$ cat src/rtl/sram_arb_pkg.sv
// Shared types and defaults for the external SRAM access arbiter.
package sram_arb_pkg;

  localparam int ADDRW_DEF  = 19;
  localparam int DATAW_DEF  = 128;
  localparam int RD_LAT_DEF = 2;
  localparam int TURN_DEF   = 1;

  typedef enum logic [2:0] {
    ST_IDLE,
    ST_TURN,
    ST_WR_SETUP,
    ST_WR_PULSE,
    ST_WR_HOLD,
    ST_RD_WAIT
  } state_t;

  localparam logic DIR_READ  = 1'b0;
  localparam logic DIR_WRITE = 1'b1;

endpackage

$ cat src/rtl/sram_arb_rr.sv
// Two-requester round-robin grant; the last-grant register moves only on an accepted grant.
module sram_arb_rr
  import sram_arb_pkg::*;
(
  input  logic clk,
  input  logic rst,
  input  logic en,
  input  logic req_wr,
  input  logic req_rd,
  output logic gnt_wr,
  output logic gnt_rd
);

  logic last_gnt;

  // NOTE: every always_comb output gets a default first, so no path can infer a latch.
  always_comb begin
    gnt_wr = 1'b0;
    gnt_rd = 1'b0;
    if (en) begin
      if (req_wr && req_rd) begin
        gnt_wr = (last_gnt == DIR_READ);
        gnt_rd = (last_gnt == DIR_WRITE);
      end else begin
        gnt_wr = req_wr;
        gnt_rd = req_rd;
      end
    end
  end

  // NOTE: sequential state uses non-blocking assignments so all flops update together at the edge.
  always_ff @(posedge clk or posedge rst) begin
    if (rst) begin
      last_gnt <= DIR_READ;
    end else if (gnt_wr) begin
      last_gnt <= DIR_WRITE;
    end else if (gnt_rd) begin
      last_gnt <= DIR_READ;
    end
  end

endmodule

$ cat src/rtl/sram_access_arb.sv
// Arbitrates and sequences the shared 4-bank SRAM between the init write stream and the lookup reads.
// Optional macro SRAM_ARB_STATS_EN adds saturating stat_wr/stat_rd/stat_stall counters.
module sram_access_arb
  import sram_arb_pkg::*;
#(
  parameter int ADDRW  = ADDRW_DEF,
  parameter int DATAW  = DATAW_DEF,
  parameter int RD_LAT = RD_LAT_DEF,
  parameter int TURN   = TURN_DEF
) (
  input  logic             CLK,
  input  logic             RST,
  input  logic             wr_valid,
  output logic             wr_ready,
  input  logic [ADDRW-1:0] wr_addr,
  input  logic [DATAW-1:0] wr_data,
  input  logic             rd_valid,
  output logic             rd_ready,
  input  logic [ADDRW-1:0] rd_addr,
  output logic             rsp_valid,
  output logic [DATAW-1:0] rsp_data,
  output logic             mode_R1_W0,
  output logic [ADDRW-1:0] SRAM_ADDR_Pin,
  output logic [DATAW-1:0] SRAM_DATA_IN_Pin,
  input  logic [DATAW-1:0] SRAM_DATA_OUT_Pin,
  output logic             SRAM_CS_n,
  output logic             SRAM_WR_n,
  output logic             SRAM_OE_n
`ifdef SRAM_ARB_STATS_EN
  ,
  output logic [15:0]      stat_wr,
  output logic [15:0]      stat_rd,
  output logic [15:0]      stat_stall
`endif
);

  localparam bit         HAS_TURN  = (TURN > 0);
  localparam logic [3:0] TURN_M1   = HAS_TURN ? 4'(TURN - 1) : 4'd0;
  localparam logic [3:0] RD_LAT_M1 = 4'(RD_LAT - 1);

  state_t     state;
  logic       last_dir;
  logic       pend_dir;
  logic [3:0] cnt;
  logic       gnt_wr, gnt_rd, accept, acc_dir, need_turn;
  logic       launch, launch_dir;

  sram_arb_rr u_rr (
    .clk    (CLK),
    .rst    (RST),
    .en     ((state == ST_IDLE) && !RST),
    .req_wr (wr_valid),
    .req_rd (rd_valid),
    .gnt_wr (gnt_wr),
    .gnt_rd (gnt_rd)
  );

  assign wr_ready  = gnt_wr;
  assign rd_ready  = gnt_rd;
  assign accept    = gnt_wr | gnt_rd;
  assign acc_dir   = gnt_wr ? DIR_WRITE : DIR_READ;
  assign need_turn = HAS_TURN && (acc_dir != last_dir);

  // A transfer starts its strobe sequence either straight from IDLE or when the turnaround expires.
  always_comb begin
    launch     = 1'b0;
    launch_dir = pend_dir;
    if (state == ST_IDLE && accept && !need_turn) begin
      launch     = 1'b1;
      launch_dir = acc_dir;
    end else if (state == ST_TURN && cnt == 4'd0) begin
      launch = 1'b1;
    end
  end

  always_ff @(posedge CLK or posedge RST) begin
    if (RST) begin
      state            <= ST_IDLE;
      last_dir         <= DIR_READ;
      pend_dir         <= DIR_READ;
      cnt              <= 4'd0;
      SRAM_CS_n        <= 1'b1;
      SRAM_WR_n        <= 1'b1;
      SRAM_OE_n        <= 1'b1;
      mode_R1_W0       <= 1'b1;
      SRAM_ADDR_Pin    <= '0;
      SRAM_DATA_IN_Pin <= '0;
      rsp_data         <= '0;
      rsp_valid        <= 1'b0;
    end else begin
      rsp_valid <= 1'b0;
      case (state)
        ST_IDLE: begin
          if (accept) begin
            SRAM_ADDR_Pin <= gnt_wr ? wr_addr : rd_addr;
            if (gnt_wr) SRAM_DATA_IN_Pin <= wr_data;
            pend_dir <= acc_dir;
            if (need_turn) begin
              state <= ST_TURN;
              cnt   <= TURN_M1;
            end
          end
        end
        ST_TURN: begin
          if (cnt != 4'd0) cnt <= cnt - 4'd1;
        end
        ST_WR_SETUP: begin
          SRAM_WR_n <= 1'b0;
          state     <= ST_WR_PULSE;
        end
        ST_WR_PULSE: begin
          SRAM_WR_n <= 1'b1;
          state     <= ST_WR_HOLD;
        end
        ST_WR_HOLD: begin
          SRAM_CS_n  <= 1'b1;
          mode_R1_W0 <= 1'b1;
          last_dir   <= DIR_WRITE;
          state      <= ST_IDLE;
        end
        ST_RD_WAIT: begin
          if (cnt == 4'd0) begin
            rsp_data  <= SRAM_DATA_OUT_Pin;
            rsp_valid <= 1'b1;
            SRAM_CS_n <= 1'b1;
            SRAM_OE_n <= 1'b1;
            last_dir  <= DIR_READ;
            state     <= ST_IDLE;
          end else begin
            cnt <= cnt - 4'd1;
          end
        end
        default: state <= ST_IDLE;
      endcase
      if (launch) begin
        SRAM_CS_n <= 1'b0;
        if (launch_dir == DIR_WRITE) begin
          mode_R1_W0 <= 1'b0;
          state      <= ST_WR_SETUP;
        end else begin
          SRAM_OE_n <= 1'b0;
          cnt       <= RD_LAT_M1;
          state     <= ST_RD_WAIT;
        end
      end
    end
  end

`ifdef SRAM_ARB_STATS_EN
  logic stall;
  assign stall = (wr_valid && !wr_ready) || (rd_valid && !rd_ready);

  always_ff @(posedge CLK or posedge RST) begin
    if (RST) begin
      stat_wr    <= 16'd0;
      stat_rd    <= 16'd0;
      stat_stall <= 16'd0;
    end else begin
      if (gnt_wr && stat_wr != 16'hFFFF) stat_wr <= stat_wr + 16'd1;
      if (gnt_rd && stat_rd != 16'hFFFF) stat_rd <= stat_rd + 16'd1;
      if (stall && stat_stall != 16'hFFFF) stat_stall <= stat_stall + 16'd1;
    end
  end
`endif

endmodule

$ cat config.mk
export PLATFORM = sky130hd
export DESIGN_NAME = sram_access_arb
export DESIGN_NICKNAME = d
export VERILOG_FILES = /design/src/rtl/sram_arb_pkg.sv /design/src/rtl/sram_arb_rr.sv /design/src/rtl/sram_access_arb.sv
export SDC_FILE = /design/constraint.sdc
export NUM_CORES = 1
export LEC_CHECK = 0
export CORE_AREA = 2 2 223 225
export CTS_BUF_LIST = sky130_fd_sc_hd__clkbuf_16
export CTS_CLUSTER_DIAMETER = 100
export DETAILED_ROUTE_END_ITERATION = 7
export DIE_AREA = 0 0 225 227
export DONT_BUFFER_PORTS = 1
export HOLD_SLACK_MARGIN = 0.03
export PLACE_DENSITY = 0.39
export SETUP_SLACK_MARGIN = 0.15
export SYNTH_ARGS = -nofsm -noshare
export SYNTH_HDL_FRONTEND = slang
export SYNTH_HIERARCHICAL = 1
export SYNTH_SLANG_ARGS = --single-unit
export TNS_END_PERCENT = 1
$ cat constraint.sdc
create_clock -name CLK -period 32.2 [get_ports CLK]
set_clock_uncertainty 0.15 [all_clocks]
set_input_delay 6.44 -clock CLK [delete_from_list [all_inputs] [get_ports CLK]]
set_output_delay 6.44 -clock CLK [all_outputs]
set_load 0.02 [all_outputs]
==> reports/results.ini, run 1 <==
[run_status]
outcome=completed

[layout]
layout.filler_cells=4980
synthToLayoutAreaGrowth_pct=14.54
nets=1030
final_layout_size_suffix_gt1_share_pct=29.76

[synth]
netlist_area_um2=11270
synth.yosys.seq_area_share_pct=64.44
synth.yosys.warnings=6
synth_compound_area_share_pct=2.576
post_synth_and_or_nand_nor_area_fraction_pct=2.598
synth.area.mux_share_pct=27.47
synthesized_flop_and_latch_total=290
syn_area_per_cell_um2=15.57
synth.net_count=1023
netlist_instances=724
synth-edff-count=0
yosys.area_share.xor_xnor_pct=0
postSynth.asyncResetShare_pct=100.0
dominant_combinational_cell_family_by_area_after_synthesis=multiplexers
synth_fa_ha_area_share_pct=0.1110
netlist-cell-type-count=41
predominant_post_synthesis_flop_cell=dfrtp_1

[clocking]
holdBufCountCts=0
clk_pin_slew_ns=0.05
cts.repair.resized=0
cts_htree_levels=2
tritoncts=built
post_cts_setup_buffer_count=0
clock_latency_ns=0.53
cts.sinks=290
cts_made_buffers=35
root_buffer=clkbuf_16
ctsLongestPathBuffers=3

[sta]
layout_worst_path_cycle_share_pct=43.05
maxClockFrequency_mhz=72.13
slew_headroom_pct=38.32
final.setup.worst_slack_ns=18.34
worst_slew_pin_slew_ns=0.9252
final.min_clock_period_ns=13.86
setup_viol=0
final.setup.tns_ns=0
number_of_failing_hold_endpoints_at_the_final_stage=0
rsz0062_at_grt=no
slew_viol_final=0

[run]
maxCapViolCount=0

[global_routing]
grt_start_max_net_pins=113
grt_antenna_before_repair=4
grt_pass1_wl_um=42690
overall_overflow_remaining_after_global_route=0
met2_track_utilization_from_global_routing_pct=19.77
grtUsageTotal_pct=11.14
grt.met3_usage_pct=4.827
grt_util_met1_pct=11.70
vias_in_the_first_global_route=6331
busiest_layer=met2

[place]
weighted_congestion_reported_at_the_end_of_routability_driven_placement=0.7392
placement.io_buffers=0
place_ws_ns=18.31
detailedPlacementHpwl_um=22410

[routing]
drt_pass1_iterations=4
routed-via-count=5982
drt-total-wl_um=30280
drt_first_iter_violations=225
routed_wirelength_normalized_by_instance_count_um=21.94
per_cell_via_count_in_the_routed_design=4.335
ant_nets=0
drt_drc_violations_left=0

[power]
total_power_mw=1.536
static-leakage-power_nw=5.439
p_per_area_nw_per_um2=119.0
irDropWorstVdd_mv=0.04773

[worst_setup_path]
arrival_ns=7.27
cp_data_required_time_ns=25.61
timing.critical_path.to_type=output pin
worstPathMaxFanout=5
startpoint_type=primary input
critical_path_class=primary input to output pin

[floorplan]
fp.dieArea_um2=51080
fp.dieW_um=225
io_pins=580
fp.coreArea_um2=48550
initial_utilization_pct=23.21
number_of_placement_rows=81
die_height_um=227

[worst_hold_path]
holdCritPathClass=register to register

==> sequential cells by signal, indices dropped and copies added, names as in the netlist <==
name and count:
rsp_valid 1, SRAM_WR_n 1, SRAM_CS_n 1, u_rr/last_gnt 1
SRAM_ADDR_Pin 19, SRAM_DATA_IN_Pin 128, state 3, SRAM_OE_n 1
last_dir 1, rsp_data 128, pend_dir 1, cnt 4
mode_R1_W0 1
==> power breakdown <==
group          internal, mW  switching (mW)  leakage [nW]
combinational         0.149          0.0964          1.43
clock                 0.206           0.151         0.540
sequential            0.550           0.383          3.47
==> logic make-up after synthesis <==
| group | count (synthesis) |
|---|---|
| DFF | 290 |
| muxes | 277 |
| and+or+nand+nor | 56 |
| AOI/OAI and AO/OA | 50 |
| buffers and inverters | 50 |
| adders and majority gates | 1 |
==> cells in the final DEF, fill, tap and decap left out, types with 2 or more instances in the layout <==
master | Yosys | final
clkinvlp_4 | 0 | 2
nand2b_1 | 4 | 4
dfrtp_1 | 286 | 286
mux2_1 | 98 | 98
a22oi_1 | 4 | 4
diode_2 | 0 | 2
buf_4 | 10 | 10
clkinv_2 | 0 | 3
dfstp_2 | 4 | 4
mux2_2 | 160 | 160
clkinv_1 | 0 | 9
mux2i_1 | 19 | 19
o21ai_0 | 12 | 12
a21oi_1 | 25 | 24
nor2_1 | 27 | 26
inv_1 | 10 | 19
clkbuf_16 | 0 | 37
nor2b_1 | 2 | 2
nor3_1 | 6 | 6
nand2_1 | 4 | 4
==> cell usage after synthesis, drive strengths merged (2+ instances only) <==
cell type | n | area (um^2)
nor2 | 27 | 101.4
nor3 | 6 | 30.03
nor3b | 2 | 20.02
o21ai | 12 | 60.06
or3 | 2 | 17.52
nand2b | 4 | 25.02
clkbuf | 6 | 22.52
and2 | 2 | 12.51
dfrtp | 286 | 7157
nor2b | 2 | 12.51
mux2 | 258 | 2905
a21oi | 26 | 133.9
dfstp | 4 | 105.1
mux2i | 19 | 190.2
nand2 | 4 | 15.01
buf | 34 | 256.5
a22oi | 4 | 30.03
inv | 10 | 37.54
==> worst max-delay path, stage by stage <==
cell and delay (ns):
nor2_1 0.16, nand2_1 0.07, a21oi_1 0.60
==> stage by stage <==
stage / std cells / instance area (um^2) / hold slack, ns / utilization, %
2_1_floorplan: 724 / 11270 / 0.3434 / -
3_3_place_gp: 1316 / 11870 / 0.4018 / 24.45
6_report: 1380 / 12910 / 0.3988 / 26.59
5_1_grt: 1379 / 12910 / 0.4427 / 26.59
4_1_cts: 1378 / 12900 / 0.4136 / 26.58
3_5_place_dp: 1316 / 11870 / 0.4045 / 24.45
==> final cells by class <==
class,count,area (um^2),area share (%)
diodes,2,5.005,0.03877
clock buffers,37,925.9,7.173
clock inverters,25,110.1,0.8530
inverters,10,45.04,0.3489
multi-input cells,384,3707,28.72
flip-flops and latches,290,7262,56.26
well taps,622,778.2,6.029
repair buffers,10,75.07,0.5816
==> final timing paths <==
| kind | startpoint | end | slack (ns) | depth (start not counted) |
|---|---|---|---|---|
| max in group asynchronous | RST | rsp_data[58] | 23.98 | 3 |
| min reg2reg | SRAM_OE_n | SRAM_OE_n | 0.40 | 2 |
| min | SRAM_OE_n | SRAM_OE_n | 0.40 | 2 |
| min in group asynchronous | RST | u_rr/last_gnt | 5.48 | 1 |
| max | RST | rd_ready | 18.34 | 3 |
| max reg2reg | state[0] | SRAM_DATA_IN_Pin[104] | 28.37 | 8 |
==> layer usage <==
layer | share of wire (%) | up-vias
li1 | - | 2578
met1 | 34 | 3007
met2 | 53 | 337
met3 | 11 | 58
met4 | 2.6 | 2
met5 | 0.043 | -
No activity file was read; power rests on OpenSTA's default activity.
==> inputs of run 2 (changes only) <==
==> constraint.sdc (replaced) <==
create_clock -name CLK -period 12.8 [get_ports CLK]
set_clock_uncertainty 0.15 [all_clocks]
set_input_delay 2.56 -clock CLK [delete_from_list [all_inputs] [get_ports CLK]]
set_output_delay 2.56 -clock CLK [all_outputs]
set_load 0.02 [all_outputs]
==> reports/results.ini, run 2 (synthesized netlist as in run 1, its figures left out) <==
[sta]
worst_slew_pin_slew_ns=0.9501  ; +0.02488 ns
maxClockFrequency_mhz=163.3
slew_viol_final=0  ; unchanged
final.setup.tns_ns=0  ; unchanged
hold-worst-slack_ns=0.3968  ; -0.001987 ns
final.min_clock_period_ns=6.124
rsz0062_at_grt=no
layout_worst_path_cycle_share_pct=47.84
slew_headroom_pct=36.66  ; -1.7 points
number_of_failing_hold_endpoints_at_the_final_stage=0  ; unchanged
setup_viol=0  ; unchanged

[floorplan]
fp.coreArea_um2=48550  ; unchanged
number_of_placement_rows=81  ; unchanged
die_height_um=227  ; unchanged
initial_utilization_pct=23.21  ; unchanged
fp.dieArea_um2=51080  ; unchanged
fp.dieW_um=225  ; unchanged
io_pins=580  ; unchanged

[worst_setup_path]
worstPathCellList=nor2_1 > nand2_1 > a21oi_1
startpoint_type=primary input
timing.critical_path.slowest_stage_cell=a21oi_1
cp_data_required_time_ns=10.09  ; -15.52 ns
worstPathMaxFanout=5  ; unchanged
start_of_the_worst_register_to_register_path=state[0]
arrival_ns=3.41  ; -3.86 ns
critical_path_cell_count=3  ; unchanged
setup.reg_to_reg.worst_slack_ns=8.88  ; -19.49 ns
critical_path.n_buffers_inverters=0  ; unchanged
worstReg2RegEnd=SRAM_DATA_IN_Pin[84]
critical_path_class=primary input to output pin
crit_path_max_incr_delay_ns=0.64  ; +0.04 ns
timing.critical_path.to_type=output pin
critical-path-top-delay-family=compound AO/OA/AOI/OAI gates
reg2reg_depth=8  ; unchanged

[layout]
final_cell_mix=286 x dfrtp_1, 160 x mux2_2, 98 x mux2_1
final_layout_size_suffix_gt1_share_pct=30.11  ; +0.34 points
synthToLayoutAreaGrowth_pct=15.36
nets=1030  ; unchanged
layout_commonest_cell=dfrtp_1
layout_top_registers=SRAM_DATA_IN_Pin x128, rsp_data x128, SRAM_ADDR_Pin x19

[routing]
drt_pass1_iterations=4  ; unchanged
drt_first_iter_violations=231  ; +2.7%
drt-total-wl_um=30320  ; +0.11%
per_cell_via_count_in_the_routed_design=4.300  ; -0.81%
ant_nets=0  ; unchanged
drt_drc_violations_left=0  ; unchanged
routed-via-count=5925  ; -0.95%
routed_wirelength_normalized_by_instance_count_um=22.00  ; +0.25%

[power]
internal_power_mw=2.357  ; +160%
net-switching-power_mw=1.585  ; +150%
p_per_area_nw_per_um2=303.2  ; +150%
netSwitchingFraction_pct=40.20  ; -0.85 points
power_share_of_the_clock_group_pct=24.8  ; +1.5 points
seq_power_share_pct=59.5  ; -1.3 points
static-leakage-power_nw=5.473  ; +0.63%
power.combinational.fraction_pct=15.6  ; -0.4 points
irDropWorstVdd_mv=0.1144  ; +140%

[clocking]
tritoncts=built
post_cts_setup_buffer_count=0  ; unchanged
clk_pin_slew_ns=0.05  ; about the same
ctsLongestPathBuffers=3  ; unchanged
cts.repair.resized=0  ; unchanged
holdBufCountCts=0  ; unchanged
root_buffer=clkbuf_16
clock_latency_ns=0.52  ; about the same
cts_made_buffers=35  ; unchanged
cts_htree_levels=2  ; unchanged
cts.sinks=290  ; unchanged

[global_routing]
grt_start_max_net_pins=126  ; +12%
overall_overflow_remaining_after_global_route=0  ; unchanged
grt_pass1_wl_um=42700  ; about the same
grt_antenna_before_repair=3  ; -1
vias_in_the_first_global_route=6416  ; +1.3%
grtUsageTotal_pct=11.17  ; +0.030 points

[worst_hold_path]
holdCritStartpoint=SRAM_OE_n
min_delay_worst_endpoint=SRAM_OE_n
holdCritPathClass=register to register
hold_path_depth=2  ; unchanged

[run]
maxCapViolCount=0  ; unchanged

[place]
weighted_congestion_reported_at_the_end_of_routability_driven_placement=0.7450  ; +0.78%
placement.io_buffers=0  ; unchanged
detailedPlacementHpwl_um=22380  ; -0.14%

[run_status]
outcome=completed

## run 2: cell type report
class | count | area, um^2
Antenna cell | 2 | 5.005
Timing Repair Buffer | 10 | 75.07
Multi-Input combinational cell | 384 | 3707
Tap cell | 622 | 778.2
Inverter | 10 | 45.04
Clock buffer | 37 | 925.9
Sequential cell | 290 | 7262
Fill cell | 4953 | 35550
Clock inverter | 23 | 201.4
## run 2: power by group through the flow
stage               logic, mW  registers (mW)  clock network, mW
finish                  0.616            2.35              0.979
global route            0.702            2.42               1.06
CTS                     0.630            2.37               1.02
detailed placement      0.631            2.38                  0
global placement        0.604            2.40                  0
floorplan               0.563            2.18                  0
## run 2: through the flow
stage	area [um^2]	setup slack, ns	power [mW]	utilization, %	std cells
2_1_floorplan	11270	2.119	2.747	-	724
5_1_grt	13000	6.569	4.178	26.77	1376
3_3_place_gp	11870	6.722	3.008	24.45	1316
4_1_cts	13000	6.678	4.029	26.77	1376
6_report	13000	6.676	3.942	26.78	1378
3_5_place_dp	11870	6.674	3.015	24.45	1316
## run 2: worst reg2reg max path: cells and delay by family, from the launching register on
| family | cells | cell delay (ns) |
|---|---|---|
| simple gates | 4 | 1.18 |
| buf+inv | 2 | 1.13 |
| flops | 1 | 0.59 |
| mux | 1 | 0.52 |
| compound gates | 1 | 0.22 |
## run 2: worst max path at each step
stage / startpoint / endpoint
3_3_place_gp: RST / rd_ready
4_1_cts: RST / rd_ready
2_1_floorplan: RST / SRAM_ADDR_Pin[0]
3_5_place_dp: RST / rd_ready
6_report: RST / rd_ready
5_1_grt: RST / rd_ready
## run 2: metal layers
metal | GRT usage, % | vias to the layer above | share of wire, %
met1 | 11.28 | 2984 | 33
met2 | 20.58 | 321 | 54
met5 | 0 | - | 0.023
met3 | 4.917 | 53 | 11
met4 | 3.546 | 2 | 2.3
li1 | - | 2565 | -
==> inputs of run 3 (changes only) <==
--- a/config.mk
+++ b/config.mk
@@ -12,7 +12,7 @@
 export DIE_AREA = 0 0 225 227
 export DONT_BUFFER_PORTS = 1
 export HOLD_SLACK_MARGIN = 0.03
-export PLACE_DENSITY = 0.39
+export PLACE_DENSITY = 0.4
 export SETUP_SLACK_MARGIN = 0.15
 export SYNTH_ARGS = -nofsm -noshare
 export SYNTH_HDL_FRONTEND = slang
==> constraint.sdc (replaced) <==
create_clock -name CLK -period 5 [get_ports CLK]
set_clock_uncertainty 0.15 [all_clocks]
set_input_delay 1 -clock CLK [delete_from_list [all_inputs] [get_ports CLK]]
set_output_delay 1 -clock CLK [all_outputs]
set_load 0.02 [all_outputs]
==> reports/results.ini, run 3 (synthesized netlist as in run 1, its figures left out) <==
[worst_setup_path]
startpoint_type=register
critical_path_class=register to output pin
setup.reg_to_reg.worst_slack_ns=1.66  ; -7.22 ns
worstReg2RegEnd=SRAM_DATA_IN_Pin[71]
worstPathMaxFanout=26  ; +21
cp_data_required_time_ns=3.85  ; -6.24 ns
arrival_ns=2.44  ; -0.97 ns
crit_start=state[0]
timing.critical_path.to_type=output pin
reg2reg_depth=7  ; -1
start_of_the_worst_register_to_register_path=state[0]

[clocking]
holdBufCountCts=1  ; +1
tritoncts=built
post_cts_setup_buffer_count=0  ; unchanged
ctsLongestPathBuffers=3  ; unchanged
clock_latency_ns=0.52  ; about the same
cts.sinks=290  ; unchanged
cts_made_buffers=36  ; +2.9%
cts.repair.resized=0  ; unchanged
clk_pin_slew_ns=0.06  ; about the same
root_buffer=clkbuf_16
cts_htree_levels=2  ; unchanged

[sta]
slew_viol_final=0  ; unchanged
layout_worst_path_cycle_share_pct=71.88
final.min_clock_period_ns=3.594
rsz0062_at_grt=no
number_of_failing_hold_endpoints_at_the_final_stage=0  ; unchanged
maxClockFrequency_mhz=278.2
final.setup.tns_ns=0  ; unchanged
setup_viol=0  ; unchanged
hold-worst-slack_ns=0.2841  ; -0.1127 ns
slew_headroom_pct=49.38  ; +13 points
worst_slew_pin_slew_ns=0.7594  ; -0.1907 ns

[global_routing]
vias_in_the_first_global_route=6284  ; -2.1%
grt_pass1_wl_um=43190  ; +1.1%
overall_overflow_remaining_after_global_route=0  ; unchanged
grt_antenna_before_repair=5  ; +2
grt_start_max_net_pins=101  ; -20%
grtUsageTotal_pct=11.40  ; +0.23 points

[layout]
final_cell_mix=286 x dfrtp_1, 160 x mux2_2, 98 x mux2_1
synthToLayoutAreaGrowth_pct=16.11
layout_commonest_cell=dfrtp_1
layout.cell_area.non_filler_um2=13090  ; +0.65%
layout_top_registers=SRAM_DATA_IN_Pin x128, rsp_data x128, SRAM_ADDR_Pin x19
final_layout_size_suffix_gt1_share_pct=30.74  ; +0.63 points
post-route-util_pct=26.95  ; +0.18 points
nets=1034  ; +0.39%

[floorplan]
fp.dieArea_um2=51080  ; unchanged
initial_utilization_pct=23.21  ; unchanged
fp.coreArea_um2=48550  ; unchanged
fp.dieW_um=225  ; unchanged
number_of_placement_rows=81  ; unchanged
die_height_um=227  ; unchanged
io_pins=580  ; unchanged

[routing]
drt_first_iter_violations=267  ; +16%
ant_nets=0  ; unchanged
routed_wirelength_normalized_by_instance_count_um=22.51  ; +2.3%
drt_drc_violations_left=0  ; unchanged
drt_pass1_iterations=4  ; unchanged
routed-via-count=5966  ; +0.69%
per_cell_via_count_in_the_routed_design=4.317  ; +0.40%
drt-total-wl_um=31100  ; +2.6%

[run_status]
outcome=completed

[place]
weighted_congestion_reported_at_the_end_of_routability_driven_placement=0.7414  ; -0.48%
placement.io_buffers=0  ; unchanged
detailedPlacementHpwl_um=23300  ; +4.1%
placed_cell_area_um2=11930  ; +0.52%

[power]
total_power_mw=10.15  ; +160%
irDropWorstVdd_mv=0.2710  ; +140%
p_per_area_nw_per_um2=776.0  ; +160%
static-leakage-power_nw=5.513  ; +0.72%

[worst_hold_path]
holdCritPathClass=primary input to asynchronous set/reset pin

[run]
maxCapViolCount=0  ; unchanged

-- run 3: worst max path at each step --
stage,cells past startpoint,to
after CTS,5,wr_ready
final,5,wr_ready
after floorplan,1,SRAM_ADDR_Pin[0]
after global routing,5,wr_ready
after global placement,7,SRAM_DATA_IN_Pin[67]
after detailed placement,7,SRAM_DATA_IN_Pin[71]
-- run 3: layer usage --
| metal | wire length (um) | global-route usage [%] | vias up |
|---|---|---|---|
| met1 | 10100 | 11.18 | 2984 |
| met5 | 13 | 0 | - |
| met3 | 3657 | 5.563 | 56 |
| li1 | - | - | 2573 |
| met4 | 735 | 4.038 | 2 |
| met2 | 16590 | 20.81 | 351 |
-- run 3: through the flow --
step | std cells | worst slack, ns
3_3_place_gp | 1318 | 1.682
5_1_grt | 1381 | 1.197
2_1_floorplan | 724 | 0.02007
3_5_place_dp | 1318 | 1.640
6_report | 1382 | 1.406
4_1_cts | 1380 | 1.336
-- run 3: power by group --
group          total [mW]  internal [mW]  switching, mW
logic                1.59          0.967          0.621
clock network        2.52           1.54          0.982
registers            6.04           3.54           2.50
total                10.2           6.05           4.10
-- run 3: critical path, stage by stage, from the launching register on --
cell	delay [ns]
dfrtp_1	0.57
or3_4	0.49
nor2_1	0.16
nand2_1	0.15
a21oi_4	0.14
buf_4	0.40
-- run 3: cell type report --
| cell class | count | area (um^2) |
|---|---|---|
| antenna | 2 | 5.005 |
| clock buffer | 37 | 925.9 |
| clock inverter | 24 | 215.2 |
| fill | 4909 | 35460 |
| inverter | 10 | 41.29 |
| multi-input combinational | 384 | 3707 |
| sequential | 290 | 7262 |
| tap | 622 | 778.2 |
| timing repair buffer | 13 | 150.1 |
